`src/rtl/alu_exec_unit.sv`:
```
// alu_exec_unit: handshaked ALU executing the decoder's 3-bit control code, with an iterative SLL
module alu_exec_unit #(
    parameter int WIDTH   = 32,
    parameter int SHAMT_W = 5
) (
    input  logic               clk,
    input  logic               rst_n,
    input  logic               in_valid,
    output logic               in_ready,
    input  logic [2:0]         alu_ctr,
    input  logic [WIDTH-1:0]   a,
    input  logic [WIDTH-1:0]   b,
    input  logic [SHAMT_W-1:0] shamt,
    output logic               out_valid,
    input  logic               out_ready,
    output logic [WIDTH-1:0]   result,
    output logic               zero,
    output logic               illegal
);
    typedef enum logic [1:0] {IDLE, SHIFT, DONE} state_t;
    state_t state, state_nxt;
    logic [WIDTH-1:0] sreg, res_nxt, shifted;
    logic [SHAMT_W-1:0] cnt;
    logic accept, start_shift, last_shift;
    assign in_ready    = (state == IDLE) & rst_n;
    assign out_valid   = state == DONE;
    assign accept      = in_valid & in_ready;
    assign start_shift = (alu_ctr == 3'b101) && (shamt != '0);
    assign last_shift  = (state == SHIFT) && (cnt == SHAMT_W'(1));
    assign shifted     = sreg << 1;
    always_comb begin
        res_nxt = '0;
        case (alu_ctr)
            3'b000:  res_nxt = a & b;
            3'b001:  res_nxt = a | b;
            3'b010:  res_nxt = a + b;
            3'b011:  res_nxt = a ^ b;
            3'b100:  res_nxt = {{(WIDTH-1){1'b0}}, $signed(a) < $signed(b)};
            3'b101:  res_nxt = b << shamt;
            3'b110:  res_nxt = a - b;
            default: res_nxt = '0;
        endcase
    end
    always_comb begin
        state_nxt = state;
        case (state)
            IDLE:    state_nxt = accept ? (start_shift ? SHIFT : DONE) : IDLE;
            SHIFT:   state_nxt = last_shift ? DONE : SHIFT;
            DONE:    state_nxt = out_ready ? IDLE : DONE;
            default: state_nxt = IDLE;
        endcase
    end
    always_ff @(posedge clk or negedge rst_n)
        if (!rst_n) state <= IDLE;
        else        state <= state_nxt;
    always_ff @(posedge clk or negedge rst_n)
        if (!rst_n) begin
            sreg    <= '0;
            cnt     <= '0;
            result  <= '0;
            zero    <= 1'b0;
            illegal <= 1'b0;
        end else begin
            if (accept && start_shift) begin
                sreg <= b;
                cnt  <= shamt;
            end else if (state == SHIFT) begin
                sreg <= shifted;
                cnt  <= cnt - 1'b1;
            end
            if (accept && !start_shift) begin
                result  <= res_nxt;
                zero    <= res_nxt == '0;
                illegal <= alu_ctr == 3'b111;
            end else if (last_shift) begin
                result  <= shifted;
                zero    <= shifted == '0;
                illegal <= 1'b0;
            end
        end
endmodule

```
`config.mk`:
```
export PLATFORM = sky130hd
export DESIGN_NAME = alu_exec_unit
export DESIGN_NICKNAME = d
export VERILOG_FILES = /design/src/rtl/alu_exec_unit.sv
export SDC_FILE = /design/constraint.sdc
export NUM_CORES = 1
export LEC_CHECK = 0
export ABC_AREA = 1
export CAP_MARGIN = 20
export CORE_MARGIN = 2
export CORE_UTILIZATION = 45
export DETAILED_ROUTE_END_ITERATION = 16
export DONT_BUFFER_PORTS = 1
export SYNTH_ARGS = -nofsm -noshare
export SYNTH_HDL_FRONTEND = slang
export SYNTH_SLANG_ARGS = --single-unit
```
`constraint.sdc`:
```
create_clock -name clk -period 2.5 [get_ports clk]
set_clock_uncertainty 0.2 [all_clocks]
set_input_delay 0.125 -clock clk [delete_from_list [all_inputs] [get_ports clk]]
set_output_delay 0.125 -clock clk [all_outputs]
set_load 0.1 [all_outputs]
```
Word-level counts from Yosys, hierarchy flattened --
Cells that the tools add are included.
Word-level totals: logic and storage cells 54, flip-flop bits (word level) 72, input port bits 76, output and inout bits 36
Cells by class: reductions and logical operators 12, bitwise operators 5, add/subtract/negate cells 3, shift-type cells 1, equality and inequality tests 10, mux-type cells 16, order comparisons 1
Operators by type and width (number):
- $pmux 32 s7 | 1
- $logic_not 32->1 | 2
- $mux 32 | 2
- $mux 31 | 2
- $add 32x32->32 | 1
- $and 32x32->32 | 1
- $lt 32x32->1 | 1
- $or 32x32->32 | 1
- $shl 32x5->32 | 1
- $sub 32x32->32 | 1
- $xor 32x32->32 | 1
- $eq 3x3->1 const B | 4
- $mux 5 | 2
- $mux 2 | 4
- $eq 3x2->1 const B | 2
- $pmux 2 s3 | 1
- $eq 5x1->1 const B | 1
- $reduce_bool 5->1 | 1
- $sub 5x1->5 const B | 1
- $logic_and 1x1->1 | 4
- $mux 1 | 4
- $reduce_bool 2->1 | 2
- $eq 3x1->1 const B | 1
- $logic_not 3->1 | 1
- other kinds (5) | 6

Depth between registers and ports, before layout --
Gate-level depths: netlist of the first run.
depth after elaboration 5, mapped depth 22, gate-level depth less buffers 22

Worst setup path before layout of the first run --
Ideal clock, no wire load.
kind flip-flop to flip-flop, start register state[1], end register zero, cell stages (with the launch flop) 16, library setup time 0.074 ns, path slack -0.939 ns, path buffers 0, required time 2.226 ns, clock period less this slack 3.439 ns, arrival 3.164 ns, path through dfrtp_1 > inv_1 > nand2_1 > nor2_1 > nand2_1 > a21oi_4 > nand3_2 > nor2_1 > nand3_1 > nor2_1 > nand2_1 > nor2_1 > nand3_1 > nor2_1 > nand2_1 > a21oi_2
Between the ends: longest elaborated chain between the ends 5, elaborated cells between the ends (all ways) 8, classes of those cells 1 x eq/ne; 1 x mux; 2 x bitwise; 4 x reduce/logical
Ends and longest elaborated chain:
- start: declaration | RTL line 21 | state_t state, state_nxt;
- start signal: assignment | RTL line 55 | else state <= state_nxt;
- $logic_not 2->1 (*) | RTL line 25 | assign in_ready = (state == IDLE) & rst_n;
- $and 1x1->1 (*) | RTL line 25
- named net in_ready | RTL line 9 | output logic in_ready,
- $and 1x1->1 (*) | RTL line 27 | assign accept = in_valid & in_ready;
- $logic_and 1x1->1 (*) | RTL line 71 | if (accept && !start_shift) begin
- $mux 1 / $reduce_bool 2->1 (equally long branches)
- end signal: assignment | RTL line 61 | zero <= 1'b0;
- end signal: assignment | RTL line 73 | zero <= res_nxt == '0;
- end signal: assignment | RTL line 77 | zero <= shifted == '0;
- end: declaration | RTL line 17 | output logic zero,
Mark *: on every way through the listed nets, which the timed path passes. The rest lies on a longest branch. A chain may end at the register's enable or synchronous reset.

Worst setup path in the final report of the first run --
start input b[4], end register zero
Between the ends: longest elaborated chain between the ends 4, elaborated cells between the ends (all ways) 10, classes of those cells 2 x add/sub; 1 x order compare; 1 x shift; 2 x mux; 3 x bitwise; 1 x reduce/logical
Ends and longest elaborated chain:
- start: declaration | RTL line 12 | input logic [WIDTH-1:0] b,
- $sub 32x32->32, or another cell as far along | RTL line 40 | 3'b110: res_nxt = a - b;
- $pmux 32 s7 (*) | RTL line 33 | case (alu_ctr)
- $logic_not 32->1 (*) | RTL line 73
- $mux 1 (*) | RTL line 71
Mark *: on every way between the ends. The rest lies on a longest branch, timed or not.

==> metrics.txt, run 1 <==
status=finished clean; non-filler cells, final=2,744; Worst-Skew Late Latency=0.34 ns; worst rel slew slack=0.568; drt initial violations=1,742; asr flop ratio synth=1.00; CTS buffer count=9; DP HPWL=45,000 um; number of synthesized flops with an enable pin=0; data required time of the worst path=~2.6 ns; Final Cycle Share=0.992; Synth Register Bits=approximately 70; clock-pin slew on the worst setup and hold paths=around 0.060 ns; Place WS=-0.526 ns; Mapped Area=approximately 0.012 mm^2; largest net degree at the start of global routing=73; Via density=5.60; Pleak=about 8.5 nW; H-tree Lvls=3; vias in the first global route=14,200; Critical Path AT=2.54 ns; Area Overhead vs Synth=33.1%; share of layout cells above drive strength 1=0.210; CP max stage delay=0.41 ns; Post-Synthesis Cells=2,086; Max clock buf depth=2; Vias=15,400; final setup TNS=0 ns; Buf/Inv on CP=3; Final GP Congestion=1.03; CP Class=in2reg; commonest non-fill, non-tap cell in the layout=nand2_1; Crit-path slowest cell=ha_2; I/O pins=112; CTS tree=built; Max Cap Viol=0; Fin. Hold Viols=0; FILL cells=2,648; root buf cell=clkbuf_16; Core Footprint=0.0258 mm^2; worst-path maximum fanout=6; Synth Warn #=0; crit path time final=2.48 ns; Worst VDD drop=783 uV; Main synth FF type=dfrtp_1; setup violators final=0; global-route wire length before repair=82,200 um; fin nets=2,592; distinct cell type count after synthesis=46; Synth area leaders=nand2_1, dfrtp_1, nand3_1; PnR worst setup slack=approximately 0.021 ns; cell taking the most area after synthesis=nand2_1; gr usage total=0.403; CTS Sinks=just over 70; cells along the critical path=inv_1 > ha_2 > inv_1 > nand2_1 > nand2_1 > inv_1 > nand3_2 > a21oi_1 > o21bai_1 > nor2_1 > nor2_1 > nor2_1 > nand3_1 > nor2_1 > nand2_1 > a21oi_2; routed wire length=56,600 um; CP startpoint kind=primary input; area fraction of the dominant cell type after synthesis=0.206; multi-input logic area=0.00861 mm^2; register area=~0.0018 mm^2; sequential area share after synthesis=0.153; initial antenna violation count=2; worst slew pin tran=0.644 ns; DR WL/cell=20.6 um; Syn Area/Cell=roughly 5.6 um^2; Worst Hold Class=in2reg; die footprint=0.0274 mm^2; Die Span X=166 um; power per cell area=602 mW/mm^2; Crit path top cell by count=nor2_1; family with the most delay on the worst path=simple AND/OR/NAND/NOR gates; Final ANT Viol Nets=0; placed cell count=about 2,700; Initial Utilization=0.455; buffers added on ports=0; # DRC=0; Max Clk Rate=403 MHz; Die Height=166 um; Setup crit end kind=flip-flop; final max-slew violation count=0; GRT overflow=0; Core Rows=59; commonest cells after routing, fill and taps aside=nand2_1, buf_4, inv_1; Syn Nets=2,274; DRT Pass-1 Iters=6
## final cells by class
cell class                 instances  share of cell area
multi-input combinational       1575               0.551
timing repair buffer             394               0.202
sequential                        72               0.115
inverter                         352              0.0848
tap                              335              0.0268
clock buffer                      12              0.0164
clock inverter                     3             0.00416
antenna                            1            0.000160
## registers in the layout, indices dropped and copies added (netlist names)
name,count
result,32
sreg,31
cnt,5
state,2
illegal,1
zero,1
## final timing paths
path	startpoint	end	slack [ns]	cells after the start
max in group asynchronous	rst_n	result[0]	1.65	2
worst min-delay path	shamt[4]	result[1]	0.08	6
worst max register to register	state[1]	result[6]	0.09	10
worst max-delay path	b[4]	zero	0.02	16
worst min register to register	result[10]	result[10]	0.29	2
min in group asynchronous	rst_n	sreg[4]	0.11	2
## stage by stage
step                      hold slack (ns)  total power, mW  utilization  area (um^2)
final                              0.0816             9.41        0.605        15600
after CTS                          0.0565             9.17        0.588        15200
after detailed placement           -0.369             7.63        0.558        14400
after floorplan                    -0.371             5.76            -        11800
after global routing               0.0884             9.90        0.605        15600
after global placement             -0.369             7.57        0.558        14400
## cells in the mapped netlist, types with 8 or more instances
cell type and number:
a21oi_1 81, buf_2 41, buf_6 8, clkbuf_1 28, dfrtp_1 72, ha_1 110
inv_1 343, inv_2 8, nand2_1 643, nand3_1 291, nand4_1 26, nor2_1 204
nor3_1 13, o211ai_1 16, o21ai_0 50, o221ai_1 55, o22ai_1 26
## routing by layer
layer	GRT usage	routed length, um
met1	0.516	22700
met2	0.644	25000
met3	0.0819	5590
met4	0.199	3220
met5	0	13
## tightest hold or removal path: cells and delay by family
kind,cells,cell delay [ns]
and+or+nand+nor,3,0.18
buffers and inverters,1,0.10
AOI/OAI and AO/OA,2,0.17
## power breakdown
part	total (mW)	leakage [nW]	internal [mW]	switching [mW]
Combinational	6.03	7.45	1.87	4.16
Sequential	1.97	0.901	1.67	0.300
Clock	1.42	0.159	0.922	0.496
## kinds of logic (layout without fill, tap and decap cells)
family | count (synthesis) | in the layout | share of synthesized area
and+or+nand+nor | 1212 | 1212 | 0.437
buffers and inverters | 439 | 761 | 0.152
AOI/OAI and AO/OA | 248 | 248 | 0.134
adders and majority gates | 112 | 112 | 0.121
DFF | 72 | 72 | 0.153
xor gates and xnor gates | 3 | 3 | 0.00224
other | 0 | 1 | 0
## timing repair
action / CTS / global route
pin swaps: 2 / 14
gates cloned: 0 / 0
gates resized for setup: 8 / 113
hold buffers: 41 / 0
setup buffers: 2 / 3
setup endpoints to repair: 2 / 10
endpoints found under the hold margin: 110 / 0
Power figures use the tool's default switching activity.
==> run 2, diff against run 1 <==
Settings changed: REMOVE_ABC_BUFFERS set to 1.
==> run 2 against run 1 <==
Worst hold slack lost 0.0074 ns. Sequential share of layout area grew 0.36 points. Sequential power is essentially flat. Routed wire length shrank 3.9%. Critical path type unchanged.
==> metrics.txt, run 2 (synthesis results as in run 1) <==
Max Clk Rate=407 MHz (was 403 MHz); Die Height=166 um (unchanged); Core Rows=59 (unchanged); Flop pwr share=0.216 (was 0.209); drt initial violations=1,760 (was 1,742); status=finished clean (unchanged); DP HPWL=44,500 um (was 45,000 um); Area Overhead vs Synth=29.1% (was 33.1%); worst slew pin tran=0.748 ns (was 0.644 ns); Max clock buf depth=2 (unchanged); placed cell count=2,661 (was 2,682); Worst Setup SP=alu_ctr[1] (was b[4]); routed wire length=54,400 um (was 56,600 um); part of the power in the clock network=0.130 (was 0.151); Fin. Hold Viols=0 (unchanged); worst rel slew slack=0.498 (was 0.568); crit path time final=2.45 ns (was 2.48 ns); worst r2r dst=zero (was result[6]); vias in the first global route=13,900 (was 14,200); GRT overflow=0 (unchanged); DRT Pass-1 Iters=7 (was 6); root buf cell=clkbuf_16 (unchanged); Core Footprint=0.0258 mm^2 (unchanged); Place WS=-0.376 ns (was -0.526 ns); Final Cycle Share=0.982 (was 0.992); Comb pwr share=0.654 (was 0.640); Vias=15,100 (was 15,400); # DRC=0 (unchanged); Final GP Congestion=1.06 (was 1.03); buffers added on ports=0 (unchanged); register name with the most flops=result (unchanged); Die Span X=166 um (unchanged); global-route wire length before repair=79,200 um (was 82,200 um); fin nets=2,567 (was 2,592); Final ANT Viol Nets=0 (unchanged); Pleak=8.31 nW (was 8.51 nW); clock-pin slew on the worst setup and hold paths=0.05 ns (was 0.06 ns); setup violators final=0 (unchanged); share of layout cells above drive strength 1=0.178 (was 0.210); worst-case reg-to-reg path depth=15 (was 10); Worst Min Path Start=shamt[4] (unchanged); data required time of the worst path=2.56 ns (about the same); worst-path maximum fanout=8 (was 6); final max-slew violation count=0 (unchanged); Setup crit end kind=flip-flop (unchanged); Hold Path End=result[1] (unchanged); reg2reg start=state[1] (unchanged); R2R setup slack=0.12 ns (was 0.09 ns); Max Cap Viol=0 (unchanged); RSZ-0062 raised after global routing=true; CP Class=in2reg (unchanged); CTS tree=built (unchanged); Switching Power=4.83 mW (was 4.95 mW); CP startpoint kind=primary input (unchanged); DR WL/cell=20.0 um (was 20.6 um); gr usage total=0.389 (was 0.403); FILL cells=2,667 (was 2,648); Via density=5.55 (was 5.60); power per cell area=593 mW/mm^2 (was 602 mW/mm^2); commonest non-fill, non-tap cell in the layout=nand2_1 (unchanged); CTS buffer count=9 (unchanged); Antenna Cells=0 (was 1); I/O pins=112 (unchanged); PnR worst setup slack=0.0453 ns (was 0.0211 ns); switching share of power=0.537 (was 0.526); commonest cells after routing, fill and taps aside=nand2_1, inv_1, buf_4 (was nand2_1, buf_4, inv_1); non-filler cells, final=2,719 (was 2,744); initial antenna violation count=0 (was 2); hold path cells=6 (unchanged); largest net degree at the start of global routing=73 (unchanged); CTS Sinks=72 (unchanged); Critical Path AT=2.52 ns (was 2.54 ns); worst hold slack=0.0742 ns (was 0.0816 ns); H-tree Lvls=3 (unchanged); Worst Hold Class=in2reg (unchanged); die footprint=0.0274 mm^2 (unchanged); internal power=4.16 mW (was 4.46 mW); Worst-Skew Late Latency=0.34 ns (about the same); Worst VDD drop=889 uV (was 783 uV); Largest register FFs=32 (unchanged); biggest regs=result: 32 flops, sreg: 31 flops, cnt: 5 flops (unchanged); Initial Utilization=0.455 (unchanged)
run 2: cell count changes in the layout (fill, tap and decap cells not counted), moves of 12 or more:
cell / before / now
ha_1: 88 / 102
nand2_2: 20 / 8
buf_4: 347 / 320
nand2_1: 624 / 636
nand3_2: 19 / 7
run 2: worst max-delay path, cell delays in order:
cell and delay [ns]:
dlygate4sd3_1 0.54, nand2_1 0.08, nor2_1 0.12, buf_6 0.19, nand2_1 0.08, nand3_1 0.10, nor2_2 0.14, nand3_2 0.10
nor2_1 0.12, nand3_1 0.10, nor2_1 0.12, nand2_1 0.07, nor2_2 0.17, nand3_1 0.15, nor2_1 0.12, nand2_1 0.08
a21oi_2 0.11
run 2: stage by stage:
stage / total power [mW] / util / instance area, um^2 / setup TNS, ns
detailed placement: 7.59 / 0.552 / 14300 / -1.41
global placement: 7.53 / 0.551 / 14200 / -1.47
floorplan: 5.66 / - / 11300 / -104.14
global route: 9.50 / 0.587 / 15200 / -0.0337
CTS: 8.87 / 0.579 / 15000 / 0
finish: 9.00 / 0.587 / 15200 / 0
run 2: repair_timing:
item,in CTS,in global routing
resized for setup,3,55
buffers inserted,0,1
pin swaps,0,5
hold buffers,41,0
hold endpoints to repair,109,0
setup endpoints to repair,1,4
run 2: power groups by stage:
stage	clock network, mW	logic (mW)	registers (mW)
2_1_floorplan	0	2.13	3.53
3_3_place_gp	0	5.60	1.93
3_5_place_dp	0	5.64	1.95
4_1_cts	1.19	5.75	1.93
5_1_grt	1.24	6.28	1.98
6_report	1.17	5.88	1.94
run 2: cell type report:
cell class,instances,area (um^2),area share
Clock inverter,3,17.5,0.00116
Inverter,352,1320,0.0872
Multi-Input combinational cell,1575,8370,0.552
Tap cell,335,419,0.0276
Clock buffer,13,250,0.0165
Timing Repair Buffer,369,2980,0.197
Sequential cell,72,1800,0.119
run 2: how the worst max path moves through the flow:
stage               slack (ns)     end  cells past startpoint
floorplan                -2.13  cnt[1]                      8
global placement         -0.39    zero                     18
detailed placement       -0.38    zero                     18
CTS                      0.008    zero                     20
global route             -0.02    zero                     17
finish                    0.05    zero                     17
run 2: metal layers:
| layer | vias up | global-route usage | wire [um] |
|---|---|---|---|
| li1 | 7289 | - | - |
| met1 | 6858 | 0.493 | 22100 |
| met2 | 785 | 0.608 | 23600 |
| met3 | 167 | 0.0862 | 4990 |
| met4 | 0 | 0.223 | 3680 |
| met5 | - | 0 | 0 |
